**config.mk**
```make
export PLATFORM = sky130hd
export DESIGN_NAME = logic_pod_capture_ctrl
export DESIGN_NICKNAME = d
export VERILOG_FILES = /design/src/rtl/logic_pod_pkg.sv /design/src/rtl/logic_pod_trigger_match.sv /design/src/rtl/logic_pod_capture_ctrl.sv
export SDC_FILE = /design/constraint.sdc
export NUM_CORES = 1
export LEC_CHECK = 0
export CAP_MARGIN = 20
export CORE_MARGIN = 3
export CORE_UTILIZATION = 35
export DETAILED_ROUTE_END_ITERATION = 6
export REMOVE_ABC_BUFFERS = 1
export SLEW_MARGIN = 20
export SYNTH_ARGS = -nofsm -noshare
export SYNTH_HDL_FRONTEND = slang
export SYNTH_HIERARCHICAL = 1
export SYNTH_SLANG_ARGS = --single-unit
```
**constraint.sdc**
```tcl
create_clock -name clk_312p5mhz -period 3.2 [get_ports clk_312p5mhz]
set_input_delay 0.64 -clock clk_312p5mhz [delete_from_list [all_inputs] [get_ports clk_312p5mhz]]
set_output_delay 0.64 -clock clk_312p5mhz [all_outputs]
set_load 0.02 [all_outputs]
```
**src/rtl/logic_pod_pkg.sv**
```systemverilog
// Shared types for the logic pod capture path.
// Holds the capture state enum and the 16-bit {n, p} sample word.
// Imported by logic_pod_capture_ctrl and logic_pod_trigger_match.
package logic_pod_pkg;

  typedef enum logic [2:0] {
    ST_IDLE      = 3'd0,
    ST_FILL      = 3'd1,
    ST_WAIT_TRIG = 3'd2,
    ST_POST      = 3'd3,
    ST_DONE      = 3'd4
  } cap_state_t;

  typedef struct packed {
    logic [7:0] n;
    logic [7:0] p;
  } sample_t;

endpackage

```
**src/rtl/logic_pod_trigger_match.sv**
```systemverilog
// Registers the incoming pod sample and its trigger-match flag in the same cycle,
// so the match always describes the sample it travels with.
// Ports: clk/rst_n; p_in/n_in sample; force_trig; mask/value compare config;
//        sample = registered {n, p}; match = registered trigger condition.
module logic_pod_trigger_match (
  input  logic        clk,
  input  logic        rst_n,
  input  logic [7:0]  p_in,
  input  logic [7:0]  n_in,
  input  logic        force_trig,
  input  logic [7:0]  mask,
  input  logic [7:0]  value,
  output logic [15:0] sample,
  output logic        match
);

  import logic_pod_pkg::*;

  sample_t smp_q;
  logic    match_q;
  logic    match_d;

  // An all-zero mask never matches; only force_trig can fire then.
  assign match_d = force_trig | ((|mask) & (((p_in ^ value) & mask) == 8'h00));

  always_ff @(posedge clk or negedge rst_n) begin
    if (!rst_n) begin
      smp_q   <= '0;
      match_q <= 1'b0;
    end else begin
      smp_q.n <= n_in;
      smp_q.p <= p_in;
      match_q <= match_d;
    end
  end

  assign sample = smp_q;
  assign match  = match_q;

endmodule

```
**src/rtl/logic_pod_capture_ctrl.sv**
```systemverilog
// Logic pod capture controller: streams registered {n, p} samples into a circular
// capture RAM, honours a trigger only after pretrig_depth samples, then stores
// posttrig_depth more samples and stops in DONE holding the trigger address.
// Ports: clk_312p5mhz/rst_n; p_in/n_in samples; arm/abort pulses; force_trig level;
//        trig_mask/trig_value/pretrig_depth/posttrig_depth config (latched on arm);
//        mem_wr_en/mem_wr_addr/mem_wr_data RAM write port; trig_addr/trig_timestamp;
//        busy (FILL, WAIT_TRIG, POST); done (DONE).
// Build option: define LOGIC_POD_TRIG_TIMESTAMP_EN to add a free-running timestamp
// counter; otherwise trig_timestamp is tied to zero.
module logic_pod_capture_ctrl #(
  parameter int ADDR_BITS = 12,
  parameter int TS_BITS   = 32
) (
  input  logic                 clk_312p5mhz,
  input  logic                 rst_n,
  input  logic [7:0]           p_in,
  input  logic [7:0]           n_in,
  input  logic                 arm,
  input  logic                 abort,
  input  logic                 force_trig,
  input  logic [7:0]           trig_mask,
  input  logic [7:0]           trig_value,
  input  logic [ADDR_BITS-1:0] pretrig_depth,
  input  logic [ADDR_BITS-1:0] posttrig_depth,
  output logic                 mem_wr_en,
  output logic [ADDR_BITS-1:0] mem_wr_addr,
  output logic [15:0]          mem_wr_data,
  output logic [ADDR_BITS-1:0] trig_addr,
  output logic [TS_BITS-1:0]   trig_timestamp,
  output logic                 busy,
  output logic                 done
);

  import logic_pod_pkg::*;

  cap_state_t           state_q, state_d;
  logic [ADDR_BITS-1:0] addr_q;
  logic [ADDR_BITS-1:0] cnt_q;
  logic [ADDR_BITS-1:0] pre_q, post_q;
  logic [7:0]           mask_q, value_q;
  logic [ADDR_BITS-1:0] trig_addr_q;
  logic                 arm_ok;
  logic                 wr;
  logic                 trig_hit;
  logic [7:0]           mask_sel, value_sel;
  logic                 match_q;
  sample_t              smp_q;

  // arm is only accepted when no capture is running, and abort always wins.
  assign arm_ok = arm & ~abort & ((state_q == ST_IDLE) | (state_q == ST_DONE));

  // The sample presented in the arm cycle is the first one written, so it must be
  // compared against the config being latched now, not the stale one.
  assign mask_sel  = arm_ok ? trig_mask  : mask_q;
  assign value_sel = arm_ok ? trig_value : value_q;

  logic_pod_trigger_match u_match (
    .clk        (clk_312p5mhz),
    .rst_n      (rst_n),
    .p_in       (p_in),
    .n_in       (n_in),
    .force_trig (force_trig),
    .mask       (mask_sel),
    .value      (value_sel),
    .sample     (smp_q),
    .match      (match_q)
  );

  always_comb begin
    state_d  = state_q;
    wr       = 1'b0;
    trig_hit = 1'b0;
    case (state_q)
      ST_IDLE, ST_DONE: begin
        if (arm_ok) state_d = (pretrig_depth == '0) ? ST_WAIT_TRIG : ST_FILL;
      end
      ST_FILL: begin
        wr = 1'b1;
        // FILL is only entered with pre_q >= 1, so cnt_q + 1 cannot wrap.
        if ((cnt_q + ADDR_BITS'(1)) == pre_q) state_d = ST_WAIT_TRIG;
      end
      ST_WAIT_TRIG: begin
        wr = 1'b1;
        if (match_q) begin
          trig_hit = 1'b1;
          state_d  = (post_q == '0) ? ST_DONE : ST_POST;
        end
      end
      ST_POST: begin
        wr = 1'b1;
        if ((cnt_q + ADDR_BITS'(1)) == post_q) state_d = ST_DONE;
      end
      default: state_d = ST_IDLE;
    endcase
    if (abort) begin
      state_d  = ST_IDLE;
      trig_hit = 1'b0;
    end
  end

  always_ff @(posedge clk_312p5mhz or negedge rst_n) begin
    if (!rst_n) begin
      state_q     <= ST_IDLE;
      addr_q      <= '0;
      cnt_q       <= '0;
      pre_q       <= '0;
      post_q      <= '0;
      mask_q      <= '0;
      value_q     <= '0;
      trig_addr_q <= '0;
    end else begin
      state_q <= state_d;
      if (arm_ok) begin
        addr_q      <= '0;
        cnt_q       <= '0;
        pre_q       <= pretrig_depth;
        post_q      <= posttrig_depth;
        mask_q      <= trig_mask;
        value_q     <= trig_value;
        trig_addr_q <= '0;
      end else begin
        if (wr) begin
          addr_q <= addr_q + ADDR_BITS'(1);
          // The counter restarts while waiting so POST counts its own writes.
          cnt_q  <= (state_q == ST_WAIT_TRIG) ? '0 : cnt_q + ADDR_BITS'(1);
        end
        if (trig_hit) trig_addr_q <= addr_q;
      end
    end
  end

`ifdef LOGIC_POD_TRIG_TIMESTAMP_EN
  logic [TS_BITS-1:0] ts_cnt_q;
  logic [TS_BITS-1:0] ts_q;

  // Free-running; the value latched is the count in the cycle the trigger
  // sample is written to the RAM.
  always_ff @(posedge clk_312p5mhz or negedge rst_n) begin
    if (!rst_n) begin
      ts_cnt_q <= '0;
      ts_q     <= '0;
    end else begin
      ts_cnt_q <= ts_cnt_q + TS_BITS'(1);
      if (arm_ok)        ts_q <= '0;
      else if (trig_hit) ts_q <= ts_cnt_q;
    end
  end

  assign trig_timestamp = ts_q;
`else
  assign trig_timestamp = '0;
`endif

  assign mem_wr_en   = wr;
  assign mem_wr_addr = addr_q;
  assign mem_wr_data = smp_q;
  assign trig_addr   = trig_addr_q;
  assign busy        = wr;
  assign done        = (state_q == ST_DONE);

endmodule

```
# Yosys cells after proc, flatten, opt, wreduce, memory -nomap -nowiden
# Cells that the tools add are included.
[op_classes]
n_addsub = 2
muxes = 21
bitwise_logic = 8
n_reduce_logical = 10
n_eq_ne = 10
[op_table]
columns = ["cell", "n"]
rows = [
  ["2-to-1 mux 12 bit", 7],
  ["adder 12 x 1 -> 12 bit (second input constant)", 2],
  ["== test 12 bit", 2],
  ["zero test 12 bit", 2],
  ["2-to-1 mux 3 bit", 6],
  ["2-to-1 mux 8 bit", 2],
  ["case mux 3 bit (4 select lines)", 1],
  ["inequality test 3 bit (second input constant)", 3],
  ["bitwise AND 8 bit", 1],
  ["zero test 8 bit", 1],
  ["OR reduction 8 bit", 1],
  ["bitwise XOR 8 bit", 1],
  ["== test 3 x 2 -> 1 bit (second input constant)", 2],
  ["2-to-1 mux 1 bit", 4],
  ["AND reduction 4 bit", 1],
  ["nonzero test 2 bit", 2],
  ["bitwise AND 1 bit", 3],
  ["== test 3 x 1 -> 1 bit (second input constant)", 1],
  ["== test 3 bit (second input constant)", 1],
  ["zero test 3 bit", 1],
  ["inequality test 3 x 2 -> 1 bit (second input constant)", 1],
  ["OR reduction 3 bit", 1],
  ["2-to-1 mux 2 bit", 1],
  ["bitwise OR 1 bit", 2],
  ["other kinds (2)", 2],
]
[word_totals]
regBits = 96

# Depth between registers and ports, before layout
# Gate-level depths: netlist of the first run.
[logic_depth]
word_depth = 9
ltp_mapped = 10

# By module
# Netlist of the first run, hierarchy kept.
[by_module_without_submodules]
columns = ["mod", "instances", "seq_area_each_um2", "area_per_inst_um2", "cells_per_inst"]
rows = [
  ["logic_pod_capture_ctrl", 1, 1976.9, 4312.9, 504],
  ["logic_pod_trigger_match", 1, 425.4, 550.5, 32],
]

# Least setup slack after synthesis of the first run
# No wires, ideal clock.
[synth_timing]
kind = "input port to flip-flop"
start = "input port abort"
end = "register u_match.match_q, in the netlist u_match/match"
required_ns = 3.134
path_stages = 8
n_path_buf = 2
slack_ns = 0.833
arrival_time_ns = 2.300
path_cell_list = "or4b_1 -> clkbuf_1 -> clkbuf_1 -> nand2_1 -> nand2_1 -> xor2_1 -> a222oi_1 -> a41o_1"
[synth_between]
elab_chain_len = 9
word_cells_on_any_way = 11
cone_classes = "mux: 2; bitwise: 7; reduce/logical: 2"
[synth_rtl]
columns = ["item", "line_no", "source"]
rows = [
  ["start: declaration", "logic_pod_capture_ctrl.sv:19", "input logic abort,"],
  ["inverter 1 bit", "logic_pod_capture_ctrl.sv:50", "assign arm_ok = arm & ~abort & ((state_q == ST_IDLE) | (state_q == ST_DONE));"],
  ["bitwise AND 1 bit (2 in a row)", "logic_pod_capture_ctrl.sv:50", ""],
  ["2-to-1 mux 8 bit", "n/a", ""],
  ["net value_sel[5]", "logic_pod_capture_ctrl.sv:45", "logic [7:0] mask_sel, value_sel;"],
  ["bitwise XOR 8 bit", "logic_pod_trigger_match.sv:24", "assign match_d = force_trig | ((|mask) & (((p_in ^ value) & mask) == 8'h00));"],
  ["bitwise AND 8 bit", "logic_pod_trigger_match.sv:24", ""],
  ["zero test 8 bit", "logic_pod_trigger_match.sv:24", ""],
  ["bitwise AND 1 bit", "logic_pod_trigger_match.sv:24", ""],
  ["bitwise OR 1 bit", "logic_pod_trigger_match.sv:24", ""],
  ["net u_match.match_d", "logic_pod_trigger_match.sv:21", "logic match_d;"],
  ["end signal: assignment", "logic_pod_trigger_match.sv:33", "match_q <= match_d;"],
  ["end: declaration", "logic_pod_trigger_match.sv:20", "logic match_q;"],
]
# The timed path passes the listed nets, and every way through them passes these cells.
# A chain may end at the register's enable or synchronous reset.

# Worst setup path after layout of the first run
[layout_timing]
start = "register cnt_q[0]"
end = "register state_q[1]"
[layout_between]
elab_chain_len = 4
word_cells_on_any_way = 6
cone_classes = "add/sub: 1; eq/ne: 4; reduce/logical: 1"
[layout_rtl]
columns = ["item", "line_no", "source"]
rows = [
  ["start: declaration", "logic_pod_capture_ctrl.sv:38", "logic [ADDR_BITS-1:0] cnt_q;"],
  ["start signal: assignment", "logic_pod_capture_ctrl.sv:125", "cnt_q <= (state_q == ST_WAIT_TRIG) ? '0 : cnt_q + ADDR_BITS'(1);"],
  ["adder 12 x 1 -> 12 bit (*)", "logic_pod_capture_ctrl.sv:80, logic_pod_capture_ctrl.sv:91", ""],
  ["== test 12 bit, on equally long branches", "logic_pod_capture_ctrl.sv:91, logic_pod_capture_ctrl.sv:80", ""],
  ["inequality test 3 bit (no source line)", "n/a", ""],
  ["AND reduction 4 bit (no source line) (*)", "n/a", ""],
  ["end signal: assignment", "logic_pod_capture_ctrl.sv:112", "state_q <= state_d;"],
  ["end: declaration", "logic_pod_capture_ctrl.sv:36", "cap_state_t state_q, state_d;"],
]
# Mark *: on every way between the ends. The rest lies on a longest branch, timed or not.

==> results.json, run 1 <==
{
  "cts_resized": 0,
  "grt_max_degree": 97,
  "p_clk_share_pct": 25.8,
  "grt_pass1_wl_um": 19500,
  "drv_cap": 0,
  "avgSynthCellArea_um2": 9.07,
  "grt_use_total_pct": 16.3,
  "max_freq_ghz": 0.359,
  "cts_max_path_buffers": 2,
  "post-route-min-period_ns": 2.79,
  "status": "completed",
  "dp_hpwl_um": 8680,
  "grt_setup_unrepaired": "false",
  "wl_um": 12000,
  "chipHeight_um": 124,
  "stdcell_area_um2": 6300,
  "yosys.area.top_type": "dfrtp_1",
  "antennaDiodeCount": 0,
  "cts_buffers": 9,
  "cts_setup_buffers": 0,
  "hold_violations": 0,
  "critPathMaxFanout": 9,
  "cp.required_ns": 3.47,
  "endpoint_kind": "flip-flop",
  "cp_slowest_cell": "dfrtp_1",
  "netlist_area_um2": 4860,
  "fin_util_pct": 47.0,
  "cts_sinks": 96,
  "setup_ws_ns": 0.411,
  "cts_hold_buf": 0,
  "nets": 697,
  "setup_viol": 0,
  "drtPass1Iterations": 4,
  "seqPwrFrac_pct": 38.9,
  "reg2reg_depth": 8,
  "yosysSeqAreaShare_pct": 49.4,
  "worst-path-buf-inv": 0,
  "switching_share_pct": 36.1,
  "tns_ns": 0,
  "p_leak_nw": 2.86,
  "drt_iter0_drc": 199,
  "drive_gt1_share_pct": 5.80,
  "rr_startpoint": "cnt_q[0]$_DFFE_PN0P_",
  "ir_worst_vdd_mv": 0.480,
  "fp.dieW_um": 124,
  "clock-root-buffer": "clkbuf_16",
  "antenna_found_initial": 0,
  "grt_pass1_vias": 3938,
  "p_switching_mw": 1.67,
  "finClkSkew_ns": 0.00610,
  "gp_congestion": 0.884,
  "ios": 136,
  "p_int_mw": 2.96,
  "report.final.slew_viol_count": 0,
  "r2r-end": "state_q[1]$_DFFE_PN0P_",
  "viasPerCell": 4.80,
  "synth_top_cells_by_area": "dfrtp_1 49%, nand2_1 14%, buf_4 5.6%",
  "routed-via-count": 3904,
  "clkTransAtPathRegs_ns": 0.07,
  "cts_tree": "built",
  "core.rowCount": 42,
  "power_density_nw_per_um2": 736,
  "synthArstFlopShare_pct": 100,
  "synth_edf_count": 0,
  "worstMarginPinSlew_ns": 0.914,
  "place_ws_ns": 0.148,
  "hp-class": "input pin to async pin",
  "yosysWarnings": 6,
  "crit_chain": "ha_1 -> nand3_1 -> xnor2_1 -> or4_1 -> nor4_1 -> nand4_1 -> a21oi_2 -> mux2i_1",
  "drc_errors": 0,
  "yosys.cell_count.top_type": "nand2_1",
  "yosys.cell_types.count": 53,
  "rrSetupSlack_ns": 0.41,
  "crit_family": "simple AND/OR/NAND/NOR gates",
  "numPortBuffers": 103,
  "ys.flop_type": "dfrtp_1",
  "critPathLaunchType": "flip-flop",
  "pwr-share-comb_pct": 35.4,
  "syn_inst": 536,
  "whs_ns": 0.343,
  "area_growth_pct": 29.5,
  "arrival_ns": 3.06,
  "slew_headroom_pct": 38.9,
  "start_util_pct": 36.3,
  "drt.antenna.violating_nets": 0,
  "placed_area_um2": 5970,
  "wl_per_cell_um": 14.7,
  "synthDominantCellAreaShare_pct": 49.4,
  "grt_remaining_overflow": 0,
  "max_stage_delay_ns": 0.52,
  "netlist_top_cells_count": "175 x nand2_1, 96 x dfrtp_1, 36 x buf_4",
  "fp.dieArea_um2": 15300,
  "period_share_pct": 87.1,
  "critPathKind": "flip-flop to flip-flop",
  "clk-insertion-delay-late_ns": 0.35,
  "core_um2": 13400,
  "ys_ff_latch": 96,
  "htree_levels": 3
}
-- metrics by stage --
step	power, mW	std cells
6_report	4.63	814
5_1_grt	4.95	814
3_3_place_gp	3.43	798
2_1_floorplan	2.82	507
3_5_place_dp	3.46	798
4_1_cts	4.68	814
-- power groups by stage --
stage | registers, mW | logic (mW) | clock network, mW
after floorplan | 1.81 | 1.02 | 0
after global placement | 1.82 | 1.61 | 0
after detailed placement | 1.82 | 1.64 | 0
after CTS | 1.80 | 1.65 | 1.23
after global routing | 1.84 | 1.83 | 1.28
final | 1.80 | 1.64 | 1.19
-- cells by family (layout without fill, tap and decap cells) --
group / after synthesis / count (layout) / synth area share [%]
AO/OA/AOI/OAI: 67 / 67 / 9.18
AND/OR/NAND/NOR: 252 / 252 / 22.5
other: 1 / 32 / 0.0771
flip-flops: 96 / 96 / 49.4
adder cells (fa/ha/maj): 3 / 3 / 0.772
XOR/XNOR: 48 / 48 / 9.49
multiplexers: 2 / 2 / 0.412
buffers and inverters: 67 / 138 / 8.21
-- area by class of cell --
type	count	area, um2
clock buffer	11	243
clock inverter	5	87.6
fill	1317	7100
inverter	7	26.3
multi-input combinational	404	2190
sequential	96	2400
tap	176	220
timing repair buffer	115	1130
-- sequential cells by signal, summed over array words and instances (netlist names) --
signal and count:
u_match/sample 16, cnt_q 12, mask_q 8, trig_addr 12
state_q 3, u_match/match 1, post_q 12, value_q 8
pre_q 12, mem_wr_addr 12
-- metal layers --
layer | wire [um] | up-vias | global-route usage, %
li1 | - | 1904 | -
met1 | 5320 | 1879 | 20.1
met2 | 5740 | 106 | 27.0
met3 | 791 | 15 | 5.81
met4 | 136 | 0 | 4.36
met5 | 0 | - | 0
-- layout by cell type, fill, tap and decap left out, types with 2 or more instances in the layout --
master and n:
nand4_1 5, mux2i_1 2, nand3_1 11, nor3_1 2
a31oi_1 2, xor2_1 27, ha_1 3, a21oi_1 10
or4_1 2, nor4_1 10, inv_1 7, bufinv_16 2
buf_4 12, a22oi_1 4, xnor3_1 3, and4_1 3
xnor2_1 18, and3_1 3, o211a_1 2, nand2_1 175
nor2b_1 3, a22o_1 2, clkdlybuf4s50_1 102, o21ai_0 28
conb_1 32, nor2_1 28, o31ai_1 3, clkbuf_16 9
dfrtp_1 96, or3_1 2
-- worst max-delay path by stage --
stage	depth (start not counted)	end	startpoint
after floorplan	7	mem_wr_addr[9]$_DFFE_PN0P_	abort
after global placement	8	u_match/match$_DFF_PN0_	abort
after detailed placement	8	u_match/match$_DFF_PN0_	abort
after CTS	8	state_q[1]$_DFFE_PN0P_	cnt_q[0]$_DFFE_PN0P_
after global routing	8	state_q[1]$_DFFE_PN0P_	cnt_q[0]$_DFFE_PN0P_
final	8	state_q[1]$_DFFE_PN0P_	cnt_q[0]$_DFFE_PN0P_
Note: power is estimated with default switching activity, not from simulation.
==> run 2, diff against run 1 <==
--- a/config.mk
+++ b/config.mk
@@ -5,8 +5,8 @@
 export SDC_FILE = /design/constraint.sdc
 export NUM_CORES = 1
 export LEC_CHECK = 0
-export CAP_MARGIN = 20
-export CORE_MARGIN = 3
+export CAP_MARGIN = 25
+export CORE_MARGIN = 10
 export CORE_UTILIZATION = 35
 export DETAILED_ROUTE_END_ITERATION = 6
 export REMOVE_ABC_BUFFERS = 1
==> results.json, run 2 (synthesis results as in run 1) <==
{
  "status": "completed",
  "drv_cap": 0,
  "gp_congestion": 0.848,
  "cts_resized": 0,
  "max_stage_delay_ns": 0.91,
  "grt_pass1_wl_um": 21600,
  "viasPerCell": 4.79,
  "wl_per_cell_um": 16.2,
  "ios": 136,
  "start_util_pct": 35.3,
  "core_um2": 13800,
  "cp_common_cell": "nand2_1",
  "most-common-layout-cells": "175 x nand2_1, 102 x clkdlybuf4s50_1, 96 x dfrtp_1, 32 x conb_1",
  "core.rowCount": 43,
  "area_growth_pct": 28.5,
  "final_cells": 816,
  "setup_viol": 0,
  "clkTransAtPathRegs_ns": 0.07,
  "clk-insertion-delay-late_ns": 0.35,
  "tns_ns": 0,
  "ir_worst_vdd_mv": 0.332,
  "worstMarginPinSlew_ns": 0.893,
  "grt_remaining_overflow": 0,
  "power_density_nw_per_um2": 727,
  "antennaDiodeCount": 0,
  "htree_levels": 3,
  "dp_hpwl_um": 9720,
  "antenna_found_initial": 0,
  "fill_cells": 1361,
  "grt_max_degree": 52,
  "chipHeight_um": 138,
  "drive_gt1_share_pct": 5.50,
  "total_power_mw": 4.55,
  "numPortBuffers": 103,
  "finClkSkew_ns": 0.00972,
  "endpoint_kind": "flip-flop",
  "multi_input_area_um2": 2190,
  "dp_cells": 800,
  "post-route-min-period_ns": 2.79,
  "arrival_ns": 3.04,
  "report.final.slew_viol_count": 0,
  "fin_util_pct": 45.4,
  "p_leak_nw": 2.84,
  "cts_hold_buf": 0,
  "grt_pass1_vias": 4237,
  "drt.antenna.violating_nets": 0,
  "critPathLaunchType": "input pin",
  "hold_violations": 0,
  "cts_tree": "built",
  "crit_chain": "clkdlybuf4s50_1 -> or4b_2 -> buf_4 -> nand2_1 -> nand2_1 -> xor2_1 -> a22oi_1 -> a41o_1",
  "cts_buffers": 9,
  "clock-root-buffer": "clkbuf_16",
  "cts_setup_buffers": 0,
  "max_freq_ghz": 0.358,
  "register_area_um2": 2400,
  "final_common_cell": "nand2_1",
  "period_share_pct": 87.2,
  "critPathKind": "input pin to flip-flop",
  "worst-path-buf-inv": 2,
  "drc_errors": 0,
  "fp.dieW_um": 138,
  "crit_family": "simple AND/OR/NAND/NOR gates",
  "routed-via-count": 3910,
  "drt_iter0_drc": 214,
  "hp-class": "input pin to async pin",
  "fp.dieArea_um2": 19000,
  "cts_max_path_buffers": 2,
  "placed_area_um2": 5960,
  "drtPass1Iterations": 4,
  "largest_reg_flops": 16,
  "stdcell_area_um2": 6250,
  "nets": 695,
  "critPathMaxFanout": 30,
  "grt_use_total_pct": 14.3,
  "cts_sinks": 96,
  "cp_slowest_cell": "or4b_2",
  "grt_setup_unrepaired": "false",
  "cp.required_ns": 3.45,
  "slew_headroom_pct": 40.3,
  "wl_um": 13200
}
==> run 2: through the flow <==
stage | setup slack, ns | hold WS, ns
2_1_floorplan | 0.279 | 0.344
3_3_place_gp | 0.0730 | 0.471
3_5_place_dp | 0.0382 | 0.476
4_1_cts | 0.415 | 0.349
5_1_grt | 0.202 | 0.394
6_report | 0.409 | 0.334
==> run 2: layout make-up <==
class / instances / area share [%]
inverters: 7 / 0.420
clock buffers: 10 / 3.66
repair buffers: 113 / 17.9
multi-input cells: 404 / 35.0
well taps: 180 / 3.60
clock inverters: 6 / 1.06
flip-flops and latches: 96 / 38.4
==> run 2: worst paths after layout <==
kind	startpoint	end	slack [ns]	cells after the start
hold reg to reg	value_q[0]$_DFF_PN0_	value_q[0]$_DFF_PN0_	0.49	2
setup reg to reg	cnt_q[0]$_DFFE_PN0P_	state_q[1]$_DFFE_PN0P_	0.44	8
min in group clk_312p5mhz	value_q[0]$_DFF_PN0_	value_q[0]$_DFF_PN0_	0.49	2
setup / recovery	abort	u_match/match$_DFF_PN0_	0.41	8
max in group asynchronous	rst_n	mask_q[2]$_DFF_PN0_	2.18	2
hold / removal	rst_n	post_q[4]$_DFFE_PN0P_	0.33	1
==> run 2: worst register-to-register path: stages (launching register included) <==
cell and delay, ns:
dfrtp_1 0.53, ha_1 0.40, nand3_1 0.24, xnor2_1 0.18, or4_1 0.41, nor4_1 0.27, nand4_1 0.20, a21oi_2 0.24
mux2i_1 0.22
==> run 2: routing by layer <==
layer	up-vias	track usage [%]	part of all wire, %
met1	1897	16.8	43
met3	14	5.36	6.8
met5	-	0	0
met4	0	3.65	1.5
li1	1902	-	-
met2	97	24.0	49
==> run 2: power breakdown <==
| group | internal, mW | switching [mW] | leakage, nW |
|---|---|---|---|
| Clock | 0.612 | 0.490 | 0.148 |
| Combinational | 0.704 | 0.942 | 1.46 |
| Sequential | 1.53 | 0.264 | 1.23 |
